`src/rtl/pwl_sched_pkg.sv`:
```
// Shared types for the PWL activation scheduler: FSM states, per-element tag, default latencies.
package pwl_sched_pkg;

  localparam int LOOKUP_LAT_DEF = 2;
  localparam int MAD_LAT_DEF    = 5;

  typedef enum logic [1:0] {IDLE, STREAM, DRAIN} state_e;

  typedef struct packed {
    logic valid;
    logic last;
    logic id;
  } tag_t;

  function automatic logic [1:0] onehot(input logic id);
    return id ? 2'b10 : 2'b01;
  endfunction

endpackage

```
`src/rtl/pwl_tag_delay.sv`:
```
// Fixed-latency shift register; any_vld reports whether any stage holds a valid entry.
module pwl_tag_delay #(
  parameter int W       = 3,
  parameter int DEPTH   = 1,
  parameter int VLD_BIT = W - 1
) (
  input  logic         clk,
  input  logic         rst_n,
  input  logic [W-1:0] din,
  output logic [W-1:0] dout,
  output logic         any_vld
);

  logic [DEPTH-1:0][W-1:0] stg;

  always_ff @(posedge clk or negedge rst_n) begin
    if (!rst_n) begin
      stg <= '0;
    end else begin
      stg[0] <= din;
      for (int i = 1; i < DEPTH; i++) stg[i] <= stg[i-1];
    end
  end

  always_comb begin
    any_vld = 1'b0;
    for (int i = 0; i < DEPTH; i++) any_vld = any_vld | stg[i][VLD_BIT];
  end

  assign dout = stg[DEPTH-1];

endmodule

```
`src/rtl/pwl_activation_scheduler.sv`:
```
// Round-robin burst scheduler sharing one PWL sigmoid lookup + multiply-add between two engines.
module pwl_activation_scheduler
  import pwl_sched_pkg::*;
#(
  parameter int LEN_W      = 8,
  parameter int LOOKUP_LAT = LOOKUP_LAT_DEF,
  parameter int MAD_LAT    = MAD_LAT_DEF,
  parameter int DATA_W     = 32
) (
  input  logic              clk,
  input  logic              rst_n,
  input  logic [1:0]        req,
  input  logic [LEN_W-1:0]  len0,
  input  logic [LEN_W-1:0]  len1,
  output logic [1:0]        gnt,
  output logic [1:0]        done,
  input  logic              in_valid,
  input  logic [DATA_W-1:0] in_data,
  output logic              in_ready,
  output logic [DATA_W-1:0] cmp_x,
  input  logic [DATA_W-1:0] cmp_a,
  input  logic [DATA_W-1:0] cmp_b,
  output logic              mad_valid,
  output logic [DATA_W-1:0] mad_x,
  output logic [DATA_W-1:0] mad_a,
  output logic [DATA_W-1:0] mad_b,
  input  logic [DATA_W-1:0] mad_y,
  output logic              out_valid,
  output logic [DATA_W-1:0] out_data,
  output logic              out_id,
  output logic              out_last,
  output logic              busy
);

  state_e            state, state_nxt;
  logic              id_q, rr_q;
  logic [LEN_W-1:0]  len_q, cnt_q;
  logic              grant_id, start, accept, last_acc, drain_ok;
  logic [LEN_W-1:0]  grant_len;
  tag_t              cmp_tag, a_tag, mad_tag, y_tag, out_tag;
  logic [DATA_W-1:0] a_x;
  logic [DATA_W+2:0] d1_din, d1_dout;
  logic              a_busy, y_busy;

  assign grant_id  = req[rr_q] ? rr_q : ~rr_q;
  assign grant_len = grant_id ? len1 : len0;
  assign start     = (state == IDLE) && (|req);
  assign accept    = in_valid && in_ready;
  assign last_acc  = accept && (cnt_q == len_q - LEN_W'(1));
  // The burst retires once nothing is left ahead of the output register.
  assign drain_ok  = (state == DRAIN) && !cmp_tag.valid && !a_busy &&
                     !mad_tag.valid && !y_busy;

  always_ff @(posedge clk or negedge rst_n) begin
    if (!rst_n) state <= IDLE;
    else        state <= state_nxt;
  end

  always_comb begin
    state_nxt = state;
    case (state)
      IDLE:    if (start) state_nxt = (grant_len == '0) ? DRAIN : STREAM;
      STREAM:  if (last_acc) state_nxt = DRAIN;
      DRAIN:   if (drain_ok) state_nxt = IDLE;
      default: state_nxt = IDLE;
    endcase
  end

  always_comb begin
    gnt      = 2'b00;
    in_ready = 1'b0;
    busy     = (state != IDLE);
    if (state != IDLE)  gnt      = onehot(id_q);
    if (state == STREAM) in_ready = (cnt_q != len_q);
  end

  always_ff @(posedge clk or negedge rst_n) begin
    if (!rst_n) begin
      id_q  <= 1'b0;
      rr_q  <= 1'b0;
      len_q <= '0;
      cnt_q <= '0;
      done  <= 2'b00;
    end else begin
      done <= drain_ok ? onehot(id_q) : 2'b00;
      if (start) begin
        id_q  <= grant_id;
        len_q <= grant_len;
        cnt_q <= '0;
      end else if (accept) begin
        cnt_q <= cnt_q + LEN_W'(1);
      end
      if (drain_ok) rr_q <= ~id_q;
    end
  end

  // Stage 0: operand register feeding the lookup, with its tag.
  always_ff @(posedge clk or negedge rst_n) begin
    if (!rst_n) begin
      cmp_tag <= '0;
      cmp_x   <= '0;
    end else begin
      cmp_tag <= tag_t'{valid: accept, last: last_acc, id: id_q};
      if (accept) cmp_x <= in_data;
    end
  end

  assign d1_din       = {cmp_tag, cmp_x};
  assign {a_tag, a_x} = d1_dout;

  pwl_tag_delay #(.W(DATA_W + 3), .DEPTH(LOOKUP_LAT), .VLD_BIT(DATA_W + 2)) u_lookup_dly (
    .clk     (clk),
    .rst_n   (rst_n),
    .din     (d1_din),
    .dout    (d1_dout),
    .any_vld (a_busy)
  );

  // x now lines up with the lookup's a/b; capture the multiply-add operands.
  always_ff @(posedge clk or negedge rst_n) begin
    if (!rst_n) begin
      mad_tag <= '0;
      mad_x   <= '0;
      mad_a   <= '0;
      mad_b   <= '0;
    end else begin
      mad_tag <= a_tag;
      if (a_tag.valid) begin
        mad_x <= a_x;
        mad_a <= cmp_a;
        mad_b <= cmp_b;
      end
    end
  end

  pwl_tag_delay #(.W(3), .DEPTH(MAD_LAT), .VLD_BIT(2)) u_mad_dly (
    .clk     (clk),
    .rst_n   (rst_n),
    .din     (mad_tag),
    .dout    (y_tag),
    .any_vld (y_busy)
  );

  always_ff @(posedge clk or negedge rst_n) begin
    if (!rst_n) begin
      out_tag  <= '0;
      out_data <= '0;
    end else begin
      out_tag <= y_tag;
      if (y_tag.valid) out_data <= mad_y;
    end
  end

  assign mad_valid = mad_tag.valid;
  assign out_valid = out_tag.valid;
  assign out_id    = out_tag.id;
  assign out_last  = out_tag.last;

endmodule

```
`config.mk`:
```
export PLATFORM = sky130hd
export DESIGN_NAME = pwl_activation_scheduler
export DESIGN_NICKNAME = d
export VERILOG_FILES = /design/src/rtl/pwl_sched_pkg.sv /design/src/rtl/pwl_tag_delay.sv /design/src/rtl/pwl_activation_scheduler.sv
export SDC_FILE = /design/constraint.sdc
export NUM_CORES = 1
export LEC_CHECK = 0
export ABC_AREA = 1
export BUFFER_PORTS_ARGS = -buffer_cell sky130_fd_sc_hd__buf_2
export CORE_UTILIZATION = 54
export CTS_CLUSTER_SIZE = 8
export DETAILED_ROUTE_END_ITERATION = 8
export PLACE_DENSITY = 0.83
export SLEW_MARGIN = 25
export SYNTH_ARGS = -nofsm -noshare
export SYNTH_HDL_FRONTEND = slang
export SYNTH_HIERARCHICAL = 1
export SYNTH_SLANG_ARGS = --single-unit
```
`constraint.sdc`:
```
create_clock -name clk -period 4.5 [get_ports clk]
set_input_delay 0.225 -clock clk [delete_from_list [all_inputs] [get_ports clk]]
set_output_delay 0.225 -clock clk [all_outputs]
set_load 0.1 [all_outputs]
```
==> flow_summary.yaml <==
sta:
  worstMarginPinSlew_ps: 761
  hold_violations: 0
  clock_skew_ps: 20.1
  slew-limit-headroom: 0.493
  unrepaired_setup_endpoints_after_global_routing: "false"
  final_period_minus_worst_setup_slack_ps: 2310
  setup_viol_count_final: 0
  maxSlewViolCount: 0
  period_utilisation_layout: 0.513
  fmax_ghz: 0.433
  fin_tns_setup_ps: 0
logic_synthesis:
  ys_top_cells_by_area: "sky130_fd_sc_hd__dfrtp_1 (68%), sky130_fd_sc_hd__mux2_2 (14%), sky130_fd_sc_hd__nand2_1 (6.9%)"
  synth_top_cell_by_area: "sky130_fd_sc_hd__dfrtp_1"
  yosysWarningCount: 6
  yosysUniqueCellTypes: 26
  synthDominantCellAreaShare: 0.682
  number_of_flip_flops_and_latches_in_the_synthesized_netlist: 276
  syn_nets: 938
  synthesis.area_per_instance_um2: 12.9
  synth_seq_area_share: 0.682
  synthCells: 787
  syn-cell-area_um2: 10100
clock_network:
  cts.root.buffer_cell: "sky130_fd_sc_hd__clkbuf_16"
  postCtsResizedCells: 0
  cts-hold-fix-buffers: 129
  cts.htree.levels: 2
  clock_tree_from_tritoncts: "built"
  cts_num_sinks: 276
  clk-insertion-delay-late_ps: 510
  cts-buffers-inserted: 40
  clk_pin_slew_ps: 50
  postCtsSetupRepairBufs: 0
  cts_max_path_buffers: 3
critical_path:
  crit_path_max_fanout: 40
  data_arrival_time_of_the_critical_path_ps: 2750
  reg2reg_slack_ps: 2190
  critical_path.reg2reg.endpoint: "cmp_x[31]"
  worst-r2r-cell-count: 10
  regToRegStartpoint: "cnt_q[3]"
  worst_setup_path_end_kind: "flop"
  cp-start-kind: "flop"
  worst_ep_required_time_ps: 4940
  crit_type: "flop to flop"
global_routing:
  global_route_wire_length_before_repair_mm: 41.8
  gr-total-overflow: 0
  antenna_found_initial: 5
  number_of_global_route_vias_before_repair: 7975
  track_usage: 0.281
  grt_max_degree: 136
placement:
  detailed_place_hpwl_mm: 14.3
  globalplace.congestion: 0.852
  port_buffers: 318
route:
  routed_wirelength_mm: 26.4
  route.detailed.vias_per_inst: 5.05
  num_vias: 7331
  avgRoutedWirePerCell_um: 18.2
  antenna_left: 0
  detailedRoute.firstPassIterationCount: 9
  detailedRoute.firstIterationViolations: 359
  drc: 18
floorplan:
  placeableCoreArea_um2: 18100
  io_pins: 319
  start_util: 0.558
  row_count: 49
  dieArea_um2: 19300
  fp.dieH_um: 139
  die_width_um: 139
hold_path:
  worst_hold_path.endpoint: "len_q[7]"
  hold_path_depth: 3
  min_path_type: "input pin to flop"
  hp_start: "len0[7]"
final_layout:
  areaGrowthSynthToFinish_pct: 38.3
  finalNetCount: 1368
  fraction_of_final_layout_cells_with_drive_strength_greater_than_1: 0.417
  final_util: 0.772
  fillCellCount: 1058
status:
  outcome: "finished with violations"
  violated_checks: "DRC"
flow_run:
  timing.max_cap.violations: 0
-- cell usage after synthesis --
cell type and number:
sky130_fd_sc_hd__inv_2 5, sky130_fd_sc_hd__nor4_1 1, sky130_fd_sc_hd__clkbuf_1 6, sky130_fd_sc_hd__buf_6 5, sky130_fd_sc_hd__nor2_1 29, sky130_fd_sc_hd__xor2_1 3, sky130_fd_sc_hd__buf_2 14, sky130_fd_sc_hd__nor3_1 3
sky130_fd_sc_hd__buf_4 39, sky130_fd_sc_hd__nand4_1 1, sky130_fd_sc_hd__a21oi_1 4, sky130_fd_sc_hd__ha_1 2, sky130_fd_sc_hd__o21bai_2 1, sky130_fd_sc_hd__o21ai_1 2, sky130_fd_sc_hd__xnor2_1 2, sky130_fd_sc_hd__nor2_2 2
sky130_fd_sc_hd__nand2_2 2, sky130_fd_sc_hd__nand3_1 14, sky130_fd_sc_hd__mux2_2 128, sky130_fd_sc_hd__nand3_4 1, sky130_fd_sc_hd__a21oi_2 1, sky130_fd_sc_hd__inv_1 36, sky130_fd_sc_hd__o21ai_0 23, sky130_fd_sc_hd__o21ai_2 1
sky130_fd_sc_hd__nand2_1 186, sky130_fd_sc_hd__dfrtp_1 276
-- registers in the layout (all words and copies together) (netlist names), 2 cells and up --
| name | flops |
|---|---|
| mad_x | 32 |
| cnt_q | 8 |
| u_mad_dly/stg | 12 |
| u_lookup_dly/dout | 35 |
| done | 2 |
| mad_tag | 2 |
| out_data | 32 |
| u_mad_dly/dout | 3 |
| state | 2 |
| mad_b | 32 |
| cmp_x | 32 |
| u_lookup_dly/stg | 35 |
| cmp_tag | 3 |
| mad_a | 32 |
| len_q | 8 |
-- critical path, cell delays in order (launching register included) --
cell	delay (ps)
sky130_fd_sc_hd__dfrtp_1	440
sky130_fd_sc_hd__inv_1	100
sky130_fd_sc_hd__nand2_1	70
sky130_fd_sc_hd__nand2_1	60
sky130_fd_sc_hd__nand2_1	60
sky130_fd_sc_hd__nor2_1	50
sky130_fd_sc_hd__nand2_2	80
sky130_fd_sc_hd__nand3_4	380
sky130_fd_sc_hd__inv_2	690
sky130_fd_sc_hd__nand2_1	150
sky130_fd_sc_hd__nand2_1	130
-- cell families (layout without fill, tap and decap cells) --
kind of cell    Yosys count  in the layout  share of synthesized area
other cells               0              5                          0
fa+ha+maj                 2              2                    0.00247
mux                     128            128                      0.142
compound gates           32             32                     0.0172
buf+inv                 105            537                     0.0588
xor+xnor                  5              5                    0.00432
simple gates            239            239                     0.0935
flops                   276            276                      0.682
-- how the worst max path moves through the flow --
stage / start / end / slack [ps] / cells past startpoint
2_1_floorplan: id_q / gnt[1] / 2580 / 2
3_3_place_gp: cnt_q[4] / cnt_q[4] / 2320 / 10
3_5_place_dp: cnt_q[3] / cnt_q[4] / 2170 / 10
4_1_cts: cnt_q[3] / cnt_q[4] / 2170 / 10
5_1_grt: cnt_q[2] / cnt_q[1] / 1920 / 10
6_report: cnt_q[3] / cmp_x[31] / 2190 / 10
-- cells in the final DEF, fill, tap and decap left out, types with 5 or more instances in the layout --
cell and instances:
sky130_fd_sc_hd__nand2_1 186, sky130_fd_sc_hd__diode_2 5, sky130_fd_sc_hd__clkbuf_16 40, sky130_fd_sc_hd__nor2_1 29
sky130_fd_sc_hd__buf_2 317, sky130_fd_sc_hd__inv_1 36, sky130_fd_sc_hd__dfrtp_1 275, sky130_fd_sc_hd__inv_2 5
sky130_fd_sc_hd__mux2_2 128, sky130_fd_sc_hd__o21ai_0 23, sky130_fd_sc_hd__nand3_1 14, sky130_fd_sc_hd__dlygate4sd3_1 129
-- stage by stage --
stage / instances / hold WS (ps) / setup slack, ps / area, um^2
detailed placement: 1274 / 335 / 2170 / 11600
global placement: 1274 / 331 / 2320 / 11600
floorplan: 787 / -70.6 / 2580 / 10100
CTS: 1447 / 73.6 / 2170 / 14000
finish: 1453 / 73.8 / 2190 / 14000
global route: 1453 / 126 / 1920 / 14000
-- routing by layer --
layer | share of wire | global-route usage
met5 | 0 | 0
met4 | 0.051 | 0.168
met3 | 0.046 | 0.0480
met2 | 0.54 | 0.511
met1 | 0.36 | 0.309
-- final cells by class --
| type | instances | area [um^2] | area share |
|---|---|---|---|
| Antenna cell | 5 | 12.5 | 0.000893 |
| Clock buffer | 41 | 1000 | 0.0717 |
| Clock inverter | 3 | 55.1 | 0.00393 |
| Inverter | 41 | 154 | 0.0110 |
| Multi-Input combinational cell | 406 | 2630 | 0.188 |
| Sequential cell | 276 | 6910 | 0.493 |
| Tap cell | 229 | 287 | 0.0204 |
| Timing Repair Buffer | 452 | 2960 | 0.211 |
Power is left out: the tool's default activity adds up to more than one toggle a clock period on the data nets, which glitch-free logic cannot reach.
